[config.mk]
export PLATFORM = sky130hd
export DESIGN_NAME = piso32_shifter_flat
export DESIGN_NICKNAME = d
export VERILOG_FILES = /design/src/rtl/piso32_shifter_if.sv /design/src/rtl/piso32_shifter.sv /design/src/flat_wrapper.sv
export SDC_FILE = /design/constraint.sdc
export NUM_CORES = 1
export LEC_CHECK = 0
export CAP_MARGIN = 25
export CORE_ASPECT_RATIO = 1.5
export CORE_MARGIN = 2
export CORE_UTILIZATION = 40
export DETAILED_ROUTE_END_ITERATION = 7
export PLACE_DENSITY_LB_ADDON = 0.05
export SLEW_MARGIN = 40
export SYNTH_ARGS = -nofsm -noshare
export SYNTH_HDL_FRONTEND = slang
export SYNTH_SLANG_ARGS = --single-unit
[constraint.sdc]
create_clock -name clk -period 1.5 [get_ports clk]
set_input_delay 0.3 -clock clk [delete_from_list [all_inputs] [get_ports clk]]
set_output_delay 0.3 -clock clk [all_outputs]
set_load 0.01 [all_outputs]
[src/rtl/piso32_shifter_if.sv]
// Handshake bundle for piso32_shifter: parallel word in, serial bit stream out.
interface piso32_shifter_if #(
  parameter int WIDTH = 32
);
   // A transfer happens on a rising edge where valid and ready are both high;
   // once valid is raised its payload holds until that transfer occurs.
   logic [WIDTH-1:0] in_data;
   logic             in_valid;
   logic             in_ready;
   logic             sout;
   logic             sout_valid;
   logic             sout_ready;
   logic             sout_last;
   logic             busy;

   modport master (
      output in_data, in_valid, sout_ready,
      input  in_ready, sout, sout_valid, sout_last, busy
   );

   modport slave (
      input  in_data, in_valid, sout_ready,
      output in_ready, sout, sout_valid, sout_last, busy
   );
endinterface

[src/rtl/piso32_shifter.sv]
// Parallel-in serial-out shifter: loads one word, emits it one bit per accepted
// cycle, and can reload on the last-bit transfer for gapless back-to-back words.
module piso32_shifter #(
   parameter int WIDTH     = 32,
   parameter int MSB_FIRST = 0,
   localparam int CW       = $clog2(WIDTH)
) (
   input  logic                clk,
   input  logic                reset,
   piso32_shifter_if.slave     bus,
   output logic                debug_state,
   output logic [CW-1:0]       debug_count
);

   typedef enum logic {
      IDLE  = 1'b0,
      SHIFT = 1'b1
   } state_t;

   state_t           state;
   logic [WIDTH-1:0] shreg;
   logic [CW-1:0]    count;
   logic [WIDTH-1:0] shifted;
   logic             xfer;
   logic             accept;

   function automatic logic head(input logic [WIDTH-1:0] v);
      return (MSB_FIRST != 0) ? v[WIDTH-1] : v[0];
   endfunction

   always_comb begin
      shifted = '0;
      if (MSB_FIRST != 0) shifted = {shreg[WIDTH-2:0], 1'b0};
      else                shifted = {1'b0, shreg[WIDTH-1:1]};
   end

   // sout_last is only ever high in SHIFT, so it alone marks the reload slot.
   assign bus.in_ready = reset & ((state == IDLE) | (bus.sout_last & bus.sout_ready));
   assign xfer         = bus.sout_valid & bus.sout_ready;
   assign accept       = bus.in_valid & bus.in_ready;
   assign debug_state  = (state == SHIFT);
   assign debug_count  = count;

   always_ff @(posedge clk or negedge reset) begin
      if (!reset) begin
         state          <= IDLE;
         shreg          <= '0;
         count          <= '0;
         bus.sout       <= 1'b0;
         bus.sout_valid <= 1'b0;
         bus.sout_last  <= 1'b0;
         bus.busy       <= 1'b0;
      end else begin
         case (state)
            IDLE: begin
               if (accept) begin
                  state          <= SHIFT;
                  shreg          <= bus.in_data;
                  count          <= '0;
                  bus.sout       <= head(bus.in_data);
                  bus.sout_valid <= 1'b1;
                  bus.sout_last  <= 1'b0;
                  bus.busy       <= 1'b1;
               end
            end
            SHIFT: begin
               if (xfer) begin
                  if (accept) begin
                     shreg          <= bus.in_data;
                     count          <= '0;
                     bus.sout       <= head(bus.in_data);
                     bus.sout_last  <= 1'b0;
                  end else if (bus.sout_last) begin
                     state          <= IDLE;
                     shreg          <= '0;
                     count          <= '0;
                     bus.sout       <= 1'b0;
                     bus.sout_valid <= 1'b0;
                     bus.sout_last  <= 1'b0;
                     bus.busy       <= 1'b0;
                  end else begin
                     shreg          <= shifted;
                     count          <= count + 1'b1;
                     bus.sout       <= head(shifted);
                     bus.sout_last  <= (count == CW'(WIDTH - 2));
                  end
               end
            end
            default: begin
               state <= IDLE;
            end
         endcase
      end
   end

endmodule

[src/flat_wrapper.sv]
// flat-port wrapper written by rule: the top's interface ports become plain ports
module piso32_shifter_flat 
#(
   parameter int WIDTH     = 32,
   parameter int MSB_FIRST = 0,
   localparam int CW       = $clog2(WIDTH)
)
  (clk, reset, debug_state, debug_count, bus_in_data, bus_in_valid, bus_sout_ready, bus_in_ready, bus_sout, bus_sout_valid, bus_sout_last, bus_busy);
  piso32_shifter_if #(.WIDTH(WIDTH)) bus_i ();
  input  logic clk;
  input  logic reset;
  output logic debug_state;
  output logic [CW-1:0] debug_count;
  input wire logic [$bits(bus_i.in_data)-1:0] bus_in_data;
  input wire logic [$bits(bus_i.in_valid)-1:0] bus_in_valid;
  input wire logic [$bits(bus_i.sout_ready)-1:0] bus_sout_ready;
  output wire logic [$bits(bus_i.in_ready)-1:0] bus_in_ready;
  output wire logic [$bits(bus_i.sout)-1:0] bus_sout;
  output wire logic [$bits(bus_i.sout_valid)-1:0] bus_sout_valid;
  output wire logic [$bits(bus_i.sout_last)-1:0] bus_sout_last;
  output wire logic [$bits(bus_i.busy)-1:0] bus_busy;
  assign bus_i.in_data = bus_in_data;
  assign bus_i.in_valid = bus_in_valid;
  assign bus_i.sout_ready = bus_sout_ready;
  assign bus_in_ready = bus_i.in_ready;
  assign bus_sout = bus_i.sout;
  assign bus_sout_valid = bus_i.sout_valid;
  assign bus_sout_last = bus_i.sout_last;
  assign bus_busy = bus_i.busy;
  piso32_shifter #(.WIDTH(WIDTH), .MSB_FIRST(MSB_FIRST)) u_core (.clk(clk), .reset(reset), .bus(bus_i), .debug_state(debug_state), .debug_count(debug_count));
endmodule
After elaboration in Yosys (flattened, before gate mapping) --
Cells that the tools add are included.
Storage, ports and cells: register bits after elaboration 41, bits in latches 0, memory bits (writable) 0, bits in read-only memories 0, input bits 36, output and inout bits 11, word-level logic and storage cells 50, memories 0
Cells by class: $add $sub $neg 1, multiply operators 0, divide/modulo/power cells 0, magnitude comparators 0, equal/unequal tests 5, shift operators 0, muxes and demuxes 30, bitwise gates (word level) 6, reduce and logical (&&, ||, !) cells 2
Operator list (number):
- $mux 32 | 3
- $pmux 32 s2 | 1
- $mux 31 | 1
- $mux 5 | 4
- $mux 1 | 16
- $pmux 5 s2 | 1
- $pmux 1 s2 | 4
- $add 5x1->5 const B | 1
- $eq 5x5->1 const B | 1
- $and 1x1->1 | 4
- $ne 2x1->1 const B | 2
- $ne 2x2->1 const B | 2
- $reduce_and 4->1 | 1
- $reduce_and 2->1 | 1
- $not 1->1 | 1
- $or 1x1->1 | 1

Longest topological paths before layout --
Gate-level depths: netlist of run 1.
depth after elaboration 7, gate-level depth with buffers 6

Worst setup path before layout of run 1 --
OpenSTA, ideal clock, no wires.
path kind reg2reg, start point register u_core.state (netlist: u_core.debug_state), end point register u_core.count[4] (netlist: u_core.debug_count[4]), arrival time 1.208 ns, data required time 1.376 ns, setup slack 0.168 ns, stages on the path, launching flop included 6, clock period less this slack 1.332 ns, path through dfrtp_1 > buf_6 > and3b_1 > buf_6 > nor2_2 > a211o_1
Between the ends: word-level cells in the longest chain between the ends 7, elaborated cells on any way between the ends 10, those cells by class eq/ne: 2; mux: 3; bitwise: 4; reduce/logical: 1
RTL lines:
- start, declared | RTL line piso32_shifter.sv:20 | state_t state;
- start signal, assigned | RTL line piso32_shifter.sv:46 | state <= IDLE;
- start signal, assigned | RTL line piso32_shifter.sv:57 | state <= SHIFT;
- start signal, assigned | RTL line piso32_shifter.sv:74 | state <= IDLE;
- $not 1->1
- $or 1x1->1 | RTL line piso32_shifter.sv:38 | assign bus.in_ready = reset & ((state == IDLE) | (bus.sout_last & bus.sout_ready));
- $and 1x1->1 | RTL line piso32_shifter.sv:38
- $and 1x1->1 | RTL line piso32_shifter.sv:40 | assign accept = bus.in_valid & bus.in_ready;
- $mux 5 | RTL line piso32_shifter.sv:68 | if (accept) begin
- $mux 5 | RTL line piso32_shifter.sv:67 | if (xfer) begin
- $pmux 5 s2 | RTL line piso32_shifter.sv:54 | case (state)
- end signal, assigned | RTL line piso32_shifter.sv:83 | count <= count + 1'b1;
- end, declared | RTL line piso32_shifter.sv:22 | logic [CW-1:0] count;
Several ways; a longest one is shown, not always the timed one. The select of a mux whose other input is x is not followed. A chain may end at the register's enable or synchronous reset.

==> results of run 1 <==
==> final timing paths <==
path / startpoint / end / slack, ns / cells after the start
worst min-delay path: reset / u_core.debug_state / 0.18 / 3
min in group clk: reset / u_core.debug_state / 0.48 / 4
worst max-delay path: u_core.bus.sout_valid / bus_busy / 0.06 / 2
max in group asynchronous: reset / u_core.bus.sout_valid / 0.95 / 2
worst min register to register: u_core.shreg[31] / u_core.shreg[31] / 0.53 / 2
worst max register to register: u_core.debug_state / u_core.shreg[11] / 0.06 / 6
==> per-layer routing <==
metal	vias to the layer above	global-route usage, %
li1	966	-
met1	985	26.47
met2	61	30.35
met3	7	3.971
met4	0	7.428
met5	-	0
==> synthesized netlist by cell type (2+ instances only) <==
cell type | n | area [um2]
a31oi_1 | 31 | 193.9
and3_1 | 4 | 25.02
buf_2 | 4 | 20.02
buf_4 | 8 | 60.06
buf_6 | 7 | 78.83
clkbuf_1 | 2 | 7.510
dfrtp_1 | 40 | 1001
ha_1 | 2 | 25.02
inv_1 | 2 | 7.510
nand2_1 | 36 | 135.1
nand3_1 | 6 | 30.03
nor2b_1 | 2 | 12.51
nor3_1 | 23 | 115.1
nor3_2 | 8 | 80.08
o21ai_0 | 29 | 145.1
o21ai_1 | 6 | 30.03
o22ai_1 | 2 | 12.51
==> per-stage QoR <==
step	power, mW	setup slack [ns]	hold slack [ns]	utilization (%)	instances
after floorplan	2.726	0.1680	0.004409	-	229
after global placement	3.217	-0.3504	0.1195	53.22	345
after detailed placement	3.253	-0.3675	0.1216	53.22	345
after CTS	4.099	0.003166	0.1695	56.42	361
after global routing	4.411	-0.01068	0.1879	57.61	364
final	4.091	0.05661	0.1847	57.61	364
==> cells by family (layout without fill, tap and decap cells) <==
group / after synthesis / count (layout) / share of synthesized area (%)
and+or+nand+nor: 86 / 86 / 21.79
AOI/OAI and AO/OA: 76 / 76 / 21.26
DFF: 40 / 40 / 46.73
buffers and inverters: 25 / 92 / 9.054
adders and majority gates: 2 / 2 / 1.168
==> flip-flops by register name (all words and copies together) (netlist names) <==
| signal | cells |
|---|---|
| u_core.bus.sout_valid | 1 |
| u_core.debug_count | 5 |
| u_core.shreg | 32 |
| u_core.bus.sout_last | 1 |
| u_core.debug_state | 1 |
==> repair_timing <==
action	4_1_cts	5_1_grt
endpoints found under the hold margin	1	0
setup endpoints to repair	10	41
hold buffers	1	0
pin swaps	0	1
gates cloned	0	1
setup buffers	7	2
resized for setup	16	12
==> power by group <==
part           total, mW  switching (mW)  leakage, nW  internal (mW)
Clock              0.765           0.393       0.0434          0.372
Combinational       1.53           0.704        0.829          0.825
Sequential          1.80           0.265        0.448           1.53
Total               4.09            1.36         1.32           2.73
==> area by class of cell <==
cell class	instances	area (um2)
Multi-Input combinational cell	164	991.0
Clock buffer	6	82.58
Inverter	2	7.507
Tap cell	68	85.08
Clock inverter	2	15.01
Fill cell	490	2190
Sequential cell	40	1002
Timing Repair Buffer	82	792.0
==> critical path, cell delays in order, from the launching register on <==
cell and delay (ns):
dfrtp_2 0.41, buf_4 0.16, dlygate4sd2_1 0.28
==> metrics.md, run 1 <==
| Metric | Value |
|---|---|
| Outcome | finished clean |
| Fin area | 2975 um2 |
| Top routing layer in use | met4 |
| Met1 wire length | 2477 um |
| Commonest non-fill, non-tap cell in the layout | dfrtp_1 |
| WL met3 | 260 um |
| Antenna viol nets, final | 0 |
| Placed cell areas | 2749 um2 |
| CTS clk-pin slew, worst paths | 0.08 ns |
| Worst VDD drop | 0.6259 mV |
| Synth warnings | 0 |
| Worst endpoint required time | 1.20 ns |
| Metal2 WL | 2616 um |
| Wire length of the first global-routing pass | 9087 um |
| Top_reg_cell synth | dfrtp_1 |
| Die area | 5969 um2 |
| Htree depth | 2 |
| Max-slew headroom | 78.75% |
| Gr usage total | 19.44% |
| WL final | 5432 um |
| Clock Latency Late Sink | 0.29 ns |
| Core area | 5165 um2 |
| Worst setup path class | flop to output pin |
| Commonest non-fill, non-tap cells in the layout | dfrtp_1, nand2_1, clkdlybuf4s50_1 |
| Cell area after synthesis | 2142 um2 |
| Worst Max-Slew Pin Slew | 0.3187 ns |
| Clk buf depth | 2 |
| Total grt overflow | 0 |
| Fin. Hold Viols | 0 |
| Num CTS Buffers | 5 |
| Nets | 333 |
| Share of cells above drive strength 1 | 22.30% |
| Largest net degree at the start of global routing | 26 |
| Residual DRC | 0 |
| Clk root buf | clkbuf_8 |
| DIE HEIGHT | 93.63 um |
| Vias in the first global route | 1886 |
| Mapped Nets | 267 |
| Setup_tns | 0 ns |
| Hold WC Path Type | input pin to asynchronous set/reset pin |
| Cell count after synthesis | 229 |
| Arrival @ worst endpoint | 1.14 ns |
| Minimum clock period | 1.443 ns |
| Wire per inst | 14.92 um |
| PortBufs | 46 |
| CP endpoint kind | output pin |
| Fin crit share | 96.23% |
| ANT cells | 0 |
| Asr flop ratio synth | 100.0% |
| Crit start category | flop |
| Post-synth EDFFs | 0 |
| Setup violators final | 0 |
| CP max FO | 6 |
| Area grow syn2layout | 38.90% |
| Initial DRC Count | 138 |
| IO Pins | 47 |
| Number of antenna violations at the first check in global routing | 0 |
| Site Rows | 32 |
| Synth cell types | 34 |
| Leak | 1.320 nW |
| Seq/Total Area, Yosys | 46.73% |
| Seq cells post-synth | 40 |
| Clk sinks | 40 |
| DPL Wire Length | 3596 um |
| Width of the die | 63.75 um |
| CTS tree | built |
| First drt pass iteration count | 4 |
| Power Dens Cells | 1375 nW/um2 |
| Routed vias | 2019 |
| GP Congestion | 0.8417 |
| Top achievable clock speed | 692.8 MHz |
| Max Clock Skew | 0.006681 ns |
| Max_cap viols | 0 |
| Slew Limit Fails | 0 |
| Number of vias per cell | 5.547 |
| Synth Area per Inst | 9.354 um2 |
| Initial Util | 41.47% |
No activity file was read; power rests on OpenSTA's default activity.
==> inputs of run 2 (changes only) <==
- SETUP_SLACK_MARGIN: unset -> 0.1
==> metrics.md, run 2 (synthesized netlist as in run 1, its figures left out) <==
| Metric | Value |
|---|---|
| Outcome | finished clean |
| Routed vias | 2116 (+4.8%) |
| Leak | 1.420 nW (+7.6%) |
| Vias in the first global route | 2007 (+6.4%) |
| Antenna viol nets, final | 0 (unchanged) |
| Most used cell, CP | buf_6 |
| Wire per inst | 16.55 um (+11%) |
| Total grt overflow | 0 (unchanged) |
| Commonest non-fill, non-tap cells in the layout | dfrtp_1, nand2_1, clkdlybuf4s50_1 |
| ANT cells | 0 (unchanged) |
| Clk sinks | 40 (unchanged) |
| Slowest stage delay, CP | 0.44 ns (+0.03 ns) |
| Fin area | 3358 um2 (+13%) |
| Max Clock Skew | 0.007312 ns (+0.0006315 ns) |
| DPL Wire Length | 3596 um (unchanged) |
| P_int | 2.910 mW (+6.6%) |
| Power Dens Cells | 1330 nW/um2 (-3.3%) |
| RSZ-0062 raised after global routing | yes |
| Post-Layout Cell Count | 373 (+2.5%) |
| Arrival @ worst endpoint | 1.62 ns (+0.48 ns) |
| DIE HEIGHT | 93.63 um (unchanged) |
| Width of the die | 63.75 um (unchanged) |
| Placed insts | 345 (unchanged) |
| GP Congestion | 0.8417 (unchanged) |
| Worst endpoint required time | 1.68 ns (+0.48 ns) |
| Combinational Power Share | 40.9% (+3.5 points) |
| Commonest non-fill, non-tap cell in the layout | dfrtp_1 |
| Clock Latency Late Sink | 0.30 ns (about the same) |
| Initial DRC Count | 118 (-14%) |
| CTS tree | built |
| Worst r2r src | u_core.debug_state |
| Share of cells above drive strength 1 | 33.77% (+11 points) |
| Sw frac | 34.83% (+1.5 points) |
| First drt pass iteration count | 4 (unchanged) |
| Placed cell areas | 2749 um2 (unchanged) |
| Crit start category | flop |
| Clock share of power | 17.5% (-1.2 points) |
| Residual DRC | 0 (unchanged) |
| Worst setup path class | flop to flop |
| Most flops, register | u_core.shreg |
| Switching power | 1.555 mW (+14%) |
| Critical path, cell by cell | buf_6 -> buf_6 -> and3_4 -> buf_12 -> nor3_1 -> a31oi_1 |
| Largest net degree at the start of global routing | 25 (-3.8%) |
| Top achievable clock speed | 690.6 MHz (-0.31%) |
| Wire length of the first global-routing pass | 10370 um (+14%) |
| Fin. Hold Viols | 0 (unchanged) |
| Max reg flops | 32 (unchanged) |
| Fin crit share | 96.53% (+0.30 points) |
| Htree depth | 2 (unchanged) |
| Slew Limit Fails | 0 (unchanged) |
| Number of vias per cell | 5.673 (+2.3%) |
| Crit path max-delay family | flip-flops |
| Layout fillers | 428 (-13%) |
| Worst VDD drop | 0.7447 mV (+19%) |
| Initial Util | 41.47% (unchanged) |
| Die area | 5969 um2 (unchanged) |
| Area grow syn2layout | 56.78% |
| CP endpoint kind | flop |
| Core area | 5165 um2 (unchanged) |
| Reg power frac | 41.7% (-2.2 points) |
| Hold WC Path Type | input pin to asynchronous set/reset pin |
| Final Total Pwr | 4.465 mW (+9.1%) |
| Clk buf depth | 2 (unchanged) |
| Clk root buf | clkbuf_8 |
| Launch point of the critical path | u_core.debug_state |
| CP max FO | 13 (+7) |
| CP Buf/Inv Count | 3 (+1) |
| CTS clk-pin slew, worst paths | 0.09 ns (about the same) |
| Number of antenna violations at the first check in global routing | 0 (unchanged) |
| Max-slew headroom | 78.68% (about the same) |
| Site Rows | 32 (unchanged) |
| Minimum clock period | 1.448 ns (+0.004535 ns) |
| Nets | 342 (+2.7%) |
| PortBufs | 46 (unchanged) |
| IO Pins | 47 (unchanged) |
| WL final | 6172 um (+14%) |
| Worst Max-Slew Pin Slew | 0.3198 ns (+0.001137 ns) |
| Num CTS Buffers | 5 (unchanged) |
| Gr usage total | 22.34% (+2.9 points) |
| Final core utilization | 65.02% (+7.4 points) |
| Setup violators final | 0 (unchanged) |
| Max_cap viols | 0 (unchanged) |
| Slowest CP cell | dfrtp_2 |
[run 2: power groups by stage]
stage	Combinational, mW	Sequential [mW]	Clock, mW
global route	2.02	1.92	0.841
detailed placement	1.40	1.85	0
finish	1.82	1.86	0.781
global placement	1.38	1.84	0
CTS	1.73	1.83	0.786
floorplan	0.912	1.81	0
[run 2: final timing paths]
kind / end / slack, ns / depth (start not counted)
worst max-delay path: u_core.shreg[11] / 0.05 / 6
worst min-delay path: u_core.shreg[24] / 0.17 / 3
worst max register to register: u_core.shreg[11] / 0.05 / 6
worst min register to register: u_core.shreg[31] / 0.52 / 2
max in group asynchronous: u_core.bus.sout_valid / 0.94 / 2
min in group clk: u_core.debug_state / 0.35 / 3
[run 2: stage by stage]
step,setup TNS (ns),setup WS [ns],hold WS (ns)
floorplan,0,0.1680,0.004409
global placement,-7.707,-0.3504,0.1195
detailed placement,-8.741,-0.3675,0.1216
CTS,0,0.06321,0.1702
global route,0,0.01082,0.1859
finish,0,0.05207,0.1680
[run 2: area by class of cell]
class | instances | area [um2] | area share, %
tap | 68 | 85.08 | 2.534
clock buffer | 6 | 82.58 | 2.459
sequential | 40 | 1003 | 29.88
clock inverter | 2 | 15.01 | 0.4471
multi-input combinational | 164 | 1174 | 34.95
timing repair buffer | 91 | 991.0 | 29.51
inverter | 2 | 7.507 | 0.2235
[run 2: layer usage]
metal	vias up	global-route usage [%]	routed length, um
met2	58	37.28	3159
met1	1056	29.87	2709
met4	0	5.978	64
met5	-	0	0
li1	995	-	-
met3	7	3.851	237
[run 2: tightest hold or removal path: stages]
cell	delay [ns]
buf_2	0.14
buf_4	0.16
buf_4	0.25
[run 2: timing repair]
| item | 4_1_cts | 5_1_grt |
|---|---|---|
| hold buffers | 1 | 0 |
| setup buffers | 13 | 2 |
| setup endpoints to repair | 40 | 42 |
| gates resized for setup | 66 | 20 |
| pin swaps | 14 | 11 |
| cloned | 4 | 1 |
| endpoints found under the hold margin | 1 | 0 |
